==> config.mk <==
export PLATFORM = sky130hd
export DESIGN_NAME = object_readout_ctrl
export DESIGN_NICKNAME = d
export VERILOG_FILES = /design/src/rtl/object_readout_ctrl.sv
export SDC_FILE = /design/constraint.sdc
export NUM_CORES = 2
export LEC_CHECK = 0
export BUFFER_PORTS_ARGS = -buffer_cell sky130_fd_sc_hd__buf_2
export CAP_MARGIN = 30
export CORE_MARGIN = 5
export CORE_UTILIZATION = 40
export CTS_CLUSTER_SIZE = 12
export DETAILED_ROUTE_END_ITERATION = 8
export SYNTH_ARGS = -nofsm -noshare
export SYNTH_HDL_FRONTEND = slang
export SYNTH_SLANG_ARGS = --single-unit
==> constraint.sdc <==
create_clock -name clk -period 44 [get_ports clk]
set_input_delay 2.2 -clock clk [delete_from_list [all_inputs] [get_ports clk]]
set_output_delay 2.2 -clock clk [all_outputs]
set_load 0.005 [all_outputs]
==> src/rtl/object_readout_ctrl.sv <==
`timescale 1ns/1ps
// -----------------------------------------------------------------------------
// object_readout_ctrl
// End-of-frame sequencer for connected-components labelling. Walks labels
// 1..num_labels-1, keeps only roots of the merge table (mt[L]==L) whose
// accumulated area reaches MIN_AREA, divides the x/y accumulators by the area
// with a shared restoring divider (one quotient bit per cycle) and emits one
// centroid record per object over a valid/ready stream.
//
// Ports:
//   clk, reset           rising-edge clock, asynchronous active-high reset
//   start, num_labels    frame-done pulse (IDLE only) and next free label
//   mt_addr / mt_data    merge-table read port, 1-cycle read latency
//   dt_addr / dt_data    data-table read port {y_acc, x_acc, p_acc}, 1-cycle
//   busy                 high while this block owns both table read ports
//   done                 one-cycle pulse at the end of the scan
//   obj_valid/obj_ready  record handshake
//   obj_id/x/y/area      root label, floor(x/p), floor(y/p), saturated p
// -----------------------------------------------------------------------------
module object_readout_ctrl #(
    parameter int WORD_SIZE   = 8,
    parameter int OBJ_WIDTH   = 128,
    parameter int DIV_WIDTH   = 64,
    parameter int COORD_WIDTH = 32,
    parameter int MIN_AREA    = 1
) (
    input  logic                     clk,
    input  logic                     reset,
    input  logic                     start,
    input  logic [WORD_SIZE-1:0]     num_labels,
    output logic [WORD_SIZE-1:0]     mt_addr,
    input  logic [WORD_SIZE-1:0]     mt_data,
    output logic [WORD_SIZE-1:0]     dt_addr,
    input  logic [3*OBJ_WIDTH-1:0]   dt_data,
    output logic                     busy,
    output logic                     done,
    output logic                     obj_valid,
    input  logic                     obj_ready,
    output logic [WORD_SIZE-1:0]     obj_id,
    output logic [COORD_WIDTH-1:0]   obj_x,
    output logic [COORD_WIDTH-1:0]   obj_y,
    output logic [COORD_WIDTH-1:0]   obj_area
);

    localparam int CNT_W = $clog2(DIV_WIDTH + 1);
    localparam logic [CNT_W-1:0]       CNT_LAST   = CNT_W'(DIV_WIDTH - 1);
    localparam logic [CNT_W-1:0]       CNT_ONE    = {{(CNT_W-1){1'b0}}, 1'b1};
    localparam logic [WORD_SIZE-1:0]   LBL_ONE    = {{(WORD_SIZE-1){1'b0}}, 1'b1};
    localparam logic [OBJ_WIDTH-1:0]   MIN_AREA_W = OBJ_WIDTH'(MIN_AREA);
    localparam logic [COORD_WIDTH-1:0] COORD_MAX  = {COORD_WIDTH{1'b1}};

    typedef enum logic [2:0] {
        IDLE, MT_RD, MT_CHK, DT_RD, DT_CHK, DIV, OUT, FIN
    } state_t;

    // Quotient clamp: anything not representable in COORD_WIDTH bits becomes all-ones.
    function automatic logic [COORD_WIDTH-1:0] sat_quot(input logic [DIV_WIDTH-1:0] q);
        if ((q >> COORD_WIDTH) != {DIV_WIDTH{1'b0}}) begin
            sat_quot = COORD_MAX;
        end else begin
            sat_quot = q[COORD_WIDTH-1:0];
        end
    endfunction

    // Area clamp from the full accumulator width down to COORD_WIDTH.
    function automatic logic [COORD_WIDTH-1:0] sat_area(input logic [OBJ_WIDTH-1:0] p);
        if ((p >> COORD_WIDTH) != {OBJ_WIDTH{1'b0}}) begin
            sat_area = COORD_MAX;
        end else begin
            sat_area = p[COORD_WIDTH-1:0];
        end
    endfunction

    state_t                   r_state;
    logic [WORD_SIZE-1:0]     r_lbl;
    logic [WORD_SIZE-1:0]     r_num;
    logic [WORD_SIZE-1:0]     r_mt_addr;
    logic [WORD_SIZE-1:0]     r_dt_addr;
    logic                     r_busy;
    logic                     r_done;
    logic                     r_valid;
    logic [WORD_SIZE-1:0]     r_obj_id;
    logic [COORD_WIDTH-1:0]   r_obj_x;
    logic [COORD_WIDTH-1:0]   r_obj_y;
    logic [COORD_WIDTH-1:0]   r_obj_area;
    logic [COORD_WIDTH-1:0]   r_area;
    // Divider: r_q* start as the dividend and shift into the quotient.
    logic [DIV_WIDTH-1:0]     r_dvsr;
    logic [DIV_WIDTH-1:0]     r_qx, r_qy;
    logic [DIV_WIDTH-1:0]     r_rx, r_ry;
    logic [CNT_W-1:0]         r_div_cnt;

    logic [OBJ_WIDTH-1:0]     w_p_acc;
    logic [WORD_SIZE-1:0]     w_lbl_inc;
    logic                     w_last_lbl;
    logic [DIV_WIDTH:0]       w_dvsr_ext;
    logic [DIV_WIDTH:0]       w_shx, w_shy;
    logic [DIV_WIDTH-1:0]     w_rx_nxt, w_ry_nxt;
    logic [DIV_WIDTH-1:0]     w_qx_nxt, w_qy_nxt;
    logic                     w_unused_dt;

    assign w_p_acc    = dt_data[OBJ_WIDTH-1:0];
    assign w_lbl_inc  = r_lbl + LBL_ONE;
    assign w_last_lbl = (w_lbl_inc == r_num);
    // Accumulator bits above DIV_WIDTH never reach the divider.
    assign w_unused_dt = &{1'b0,
                           dt_data[2*OBJ_WIDTH-1:OBJ_WIDTH+DIV_WIDTH],
                           dt_data[3*OBJ_WIDTH-1:2*OBJ_WIDTH+DIV_WIDTH]};

    // One restoring-division step for x and y in parallel.
    always_comb begin
        w_dvsr_ext = {1'b0, r_dvsr};
        w_shx      = {r_rx, r_qx[DIV_WIDTH-1]};
        w_shy      = {r_ry, r_qy[DIV_WIDTH-1]};
        // The true difference is below the divisor, so DIV_WIDTH-bit subtraction is exact.
        if (w_shx >= w_dvsr_ext) begin
            w_rx_nxt = w_shx[DIV_WIDTH-1:0] - r_dvsr;
            w_qx_nxt = {r_qx[DIV_WIDTH-2:0], 1'b1};
        end else begin
            w_rx_nxt = w_shx[DIV_WIDTH-1:0];
            w_qx_nxt = {r_qx[DIV_WIDTH-2:0], 1'b0};
        end
        if (w_shy >= w_dvsr_ext) begin
            w_ry_nxt = w_shy[DIV_WIDTH-1:0] - r_dvsr;
            w_qy_nxt = {r_qy[DIV_WIDTH-2:0], 1'b1};
        end else begin
            w_ry_nxt = w_shy[DIV_WIDTH-1:0];
            w_qy_nxt = {r_qy[DIV_WIDTH-2:0], 1'b0};
        end
    end

    // Scan FSM, divider state and all registered outputs.
    always_ff @(posedge clk or posedge reset) begin
        if (reset) begin
            r_state    <= IDLE;
            r_lbl      <= LBL_ONE;
            r_num      <= {WORD_SIZE{1'b0}};
            r_mt_addr  <= {WORD_SIZE{1'b0}};
            r_dt_addr  <= {WORD_SIZE{1'b0}};
            r_busy     <= 1'b0;
            r_done     <= 1'b0;
            r_valid    <= 1'b0;
            r_obj_id   <= {WORD_SIZE{1'b0}};
            r_obj_x    <= {COORD_WIDTH{1'b0}};
            r_obj_y    <= {COORD_WIDTH{1'b0}};
            r_obj_area <= {COORD_WIDTH{1'b0}};
            r_area     <= {COORD_WIDTH{1'b0}};
            r_dvsr     <= {DIV_WIDTH{1'b0}};
            r_qx       <= {DIV_WIDTH{1'b0}};
            r_qy       <= {DIV_WIDTH{1'b0}};
            r_rx       <= {DIV_WIDTH{1'b0}};
            r_ry       <= {DIV_WIDTH{1'b0}};
            r_div_cnt  <= {CNT_W{1'b0}};
        end else begin
            r_done <= 1'b0;
            case (r_state)
                IDLE: begin
                    if (start) begin
                        r_num  <= num_labels;
                        r_lbl  <= LBL_ONE;
                        r_busy <= 1'b1;
                        if (num_labels <= LBL_ONE) begin
                            r_state <= FIN;
                        end else begin
                            // Address is registered on entry so the RAM sees it during MT_RD.
                            r_mt_addr <= LBL_ONE;
                            r_state   <= MT_RD;
                        end
                    end
                end
                MT_RD: begin
                    r_mt_addr <= r_lbl;
                    r_state   <= MT_CHK;
                end
                MT_CHK: begin
                    if (mt_data != r_lbl) begin
                        r_lbl <= w_lbl_inc;
                        if (w_last_lbl) begin
                            r_state <= FIN;
                        end else begin
                            r_mt_addr <= w_lbl_inc;
                            r_state   <= MT_RD;
                        end
                    end else begin
                        r_dt_addr <= r_lbl;
                        r_state   <= DT_RD;
                    end
                end
                DT_RD: begin
                    r_state <= DT_CHK;
                end
                DT_CHK: begin
                    if ((w_p_acc == {OBJ_WIDTH{1'b0}}) || (w_p_acc < MIN_AREA_W)) begin
                        r_lbl <= w_lbl_inc;
                        if (w_last_lbl) begin
                            r_state <= FIN;
                        end else begin
                            r_mt_addr <= w_lbl_inc;
                            r_state   <= MT_RD;
                        end
                    end else begin
                        r_qx      <= dt_data[OBJ_WIDTH+DIV_WIDTH-1:OBJ_WIDTH];
                        r_qy      <= dt_data[2*OBJ_WIDTH+DIV_WIDTH-1:2*OBJ_WIDTH];
                        r_dvsr    <= dt_data[DIV_WIDTH-1:0];
                        r_rx      <= {DIV_WIDTH{1'b0}};
                        r_ry      <= {DIV_WIDTH{1'b0}};
                        r_div_cnt <= {CNT_W{1'b0}};
                        r_area    <= sat_area(w_p_acc);
                        r_state   <= DIV;
                    end
                end
                DIV: begin
                    r_rx <= w_rx_nxt;
                    r_ry <= w_ry_nxt;
                    r_qx <= w_qx_nxt;
                    r_qy <= w_qy_nxt;
                    // Last step: publish straight from the final quotient bits.
                    if (r_div_cnt == CNT_LAST) begin
                        r_obj_id   <= r_lbl;
                        r_obj_x    <= sat_quot(w_qx_nxt);
                        r_obj_y    <= sat_quot(w_qy_nxt);
                        r_obj_area <= r_area;
                        r_valid    <= 1'b1;
                        r_state    <= OUT;
                    end else begin
                        r_div_cnt <= r_div_cnt + CNT_ONE;
                    end
                end
                OUT: begin
                    if (r_valid && obj_ready) begin
                        r_valid <= 1'b0;
                        r_lbl   <= w_lbl_inc;
                        if (w_last_lbl) begin
                            r_state <= FIN;
                        end else begin
                            r_mt_addr <= w_lbl_inc;
                            r_state   <= MT_RD;
                        end
                    end
                end
                FIN: begin
                    r_done  <= 1'b1;
                    r_busy  <= 1'b0;
                    r_state <= IDLE;
                end
                default: begin
                    r_busy  <= 1'b0;
                    r_valid <= 1'b0;
                    r_state <= IDLE;
                end
            endcase
        end
    end

    assign mt_addr   = r_mt_addr;
    assign dt_addr   = r_dt_addr;
    assign busy      = r_busy;
    assign done      = r_done;
    assign obj_valid = r_valid;
    assign obj_id    = r_obj_id;
    assign obj_x     = r_obj_x;
    assign obj_y     = r_obj_y;
    assign obj_area  = r_obj_area;

endmodule

==> impl_metrics.json <==
{
  "status": "complete, no violations",
  "wl_per_cell_um": 19.7,
  "multiInputGateArea_um2": 15600,
  "fp.dieH_um": 282,
  "fin_ws_ns": 37.14,
  "seqPwrFrac_pct": 45.2,
  "total_power_mw": 1.02,
  "rows": 99,
  "clock-sinks": 501,
  "overflow": 0,
  "synthesis.nets": 3756,
  "hold_buffers": 0,
  "cts_resized": 0,
  "end_kind": "flip-flop",
  "synth-edff-count": 0,
  "cts_setup_buffers": 0,
  "internal-power_mw": 0.798,
  "ir_worst_vdd_mv": 0.0276,
  "leakage_nw": 16.6,
  "place.gp.congestion": 0.925,
  "r2r-end": "r_ry[40]",
  "combPwrFrac_pct": 2.7,
  "drv_cap": 0,
  "pin_count": 527,
  "slowest_stage": "buf_4",
  "port_buffers": 398,
  "area_growth_pct": 15.9,
  "cp_slowest_stage_delay_ns": 0.85,
  "clk_path_buf_depth": 3,
  "ys_async_sr_fraction_pct": 100,
  "reg2reg_depth": 12,
  "mostFrequentLayoutCell": "dfrtp_1",
  "tightestPinTransition_ns": 0.965,
  "cts_made_buffers": 59,
  "firstDrtPassIters": 5,
  "setup.worst_path.class": "in2reg",
  "wl_mm": 88.8,
  "rsz0062_at_grt": "false",
  "worst_clock_skew_ns": 0.0218,
  "pre_cts_ws_ns": 36.34,
  "drive_above_1_share_pct": 17.3,
  "die_x_um": 282,
  "synth-main-ff-cell": "dfrtp_1",
  "reg2reg_slack_ns": 39.39,
  "cp.required_ns": 44.46,
  "holdPathStages": 1,
  "start_kind": "input port",
  "ys_ff_latch": 501,
  "final_cells": 4504,
  "whs_ns": 0.499,
  "drt_drc_violations_left": 0,
  "initial_core_util_pct": 40.5,
  "nets": 4027,
  "min_from": "r_div_cnt[0]",
  "syn_area_per_cell_um2": 9.20,
  "clkPwrFrac_pct": 52.2,
  "vias": 25023,
  "worstPathArrival_ns": 7.33,
  "h-tree-depth": 2,
  "final_area_um2": 34400,
  "ys_seq_area_share_pct": 42.3,
  "drt_iter0_markers": 1900,
  "n_fill_cell": 7059,
  "ys_warn_count": 0,
  "synth.cell_area_um2": 29600,
  "crit_family": "buffers and inverters",
  "worst-path-buf-inv": 5,
  "grt_max_degree": 160,
  "post-place-cells": 4386,
  "ant_nets": 0,
  "clk_pin_slew_ns": 0.06,
  "dieArea_um2": 79600,
  "seqCellArea_um2": 12500,
  "min_path_type": "reg2reg",
  "antenna_found_initial": 8,
  "sw_frac_of_total_pct": 21.8,
  "core_area_um2": 73200,
  "power.density_nw_per_um2": 29.7,
  "grt_pass1_vias": 24127,
  "p_sw_mw": 0.222,
  "crit_path_frequent_cell": "buf_4",
  "fin_crit_ns": 6.86,
  "syn_inst": 3220,
  "placed_area_um2": 32100,
  "worstSkewPairLatency_ns": 0.63,
  "synth_cell_types": 83,
  "hold_viol": 0,
  "viasPerCell": 5.56,
  "r2r-start": "r_dvsr[26]",
  "cp_cell_sequence": "buf_2 > nor4_1 > buf_4 > nand4_1 > or4_1 > nor3_4 > buf_4 > nand3_1 > o21ai_4 > buf_4 > buf_4 > o21ai_0",
  "tns_ns": 0,
  "worstPathMaxFanout": 117,
  "drv_slew": 0,
  "grt_usage_pct": 21.3,
  "cts_root_buf": "clkbuf_16",
  "grt_pass1_wl_mm": 138,
  "final_util_pct": 46.9,
  "final_cell_mix": "dfrtp_1, nand2_1, buf_2",
  "relSlewSlack_pct": 35.7,
  "tritoncts": "yes",
  "finalCritPeriodShare_pct": 15.6,
  "dp_hpwl_mm": 64.4,
  "max_freq_ghz": 0.146,
  "setup-violations-final": 0,
  "min_to": "r_div_cnt[0]"
}
[power groups by stage]
stage	clock (mW)	combinational (mW)	sequential, mW
after global routing	0.564	0.0311	0.461
after floorplan	0	0.00854	0.470
after global placement	0	0.0272	0.469
after CTS	0.546	0.0278	0.461
final	0.532	0.0273	0.461
after detailed placement	0	0.0277	0.469
[cell usage after synthesis, types with 61 or more instances]
cell / number / area, um^2
nor4_1: 61 / 382
nand4_1: 71 / 444
nor2_1: 149 / 559
inv_1: 140 / 526
clkbuf_1: 146 / 548
dfrtp_1: 500 / 12500
a21o_1: 69 / 518
ha_1: 130 / 1630
xnor2_1: 80 / 701
nand2_1: 404 / 1520
a21oi_1: 187 / 936
o21ai_0: 375 / 1880
mux2i_1: 208 / 2080
o22a_1: 65 / 569
[flip-flops by register name, indices dropped and copies added (netlist names), 32 cells and up]
name and flops:
r_qy 64, obj_area 32, r_area 32, r_dvsr 64, r_rx 64, r_ry 64
obj_y 32, obj_x 32, r_qx 64
[layout make-up]
cell class / count / share of cell area (%)
multi-input combinational: 2363 / 45.4
clock buffer: 88 / 5.17
antenna: 5 / 0.0364
sequential: 501 / 36.5
inverter: 140 / 1.55
clock inverter: 22 / 1.07
timing repair buffer: 426 / 6.74
tap: 959 / 3.49
[layer usage]
| metal | global-route usage [%] | vias to the layer above | part of all wire [%] |
|---|---|---|---|
| met5 | 0 | - | 0 |
| met4 | 3.92 | 0 | 1.7 |
| met3 | 2.73 | 91 | 4.7 |
| met2 | 35.7 | 590 | 48 |
| met1 | 30.2 | 12178 | 46 |
| li1 | - | 12164 | - |
[logic make-up after synthesis]
logic type                 after synthesis  share of synthesized area [%]
AOI/OAI and AO/OA                      995                           20.8
and+or+nand+nor                        832                           12.8
DFF                                    501                           42.3
buffers and inverters                  356                           5.13
muxes                                  266                           9.23
xor gates and xnor gates               138                           4.08
adders and majority gates              132                           5.62
[how the worst max path moves through the flow]
stage                     slack [ns]   startpoint        to  cells past startpoint
after floorplan                27.81        reset      busy                      1
after global placement         36.41  dt_data[35]  r_qx[38]                     12
after detailed placement       36.34  dt_data[35]  r_qx[36]                     12
after CTS                      37.04  dt_data[35]  r_qx[55]                     12
after global routing           36.49  dt_data[35]  r_qx[51]                     12
final                          37.14  dt_data[35]  r_qx[21]                     12
(Power assumes the default switching activity.)
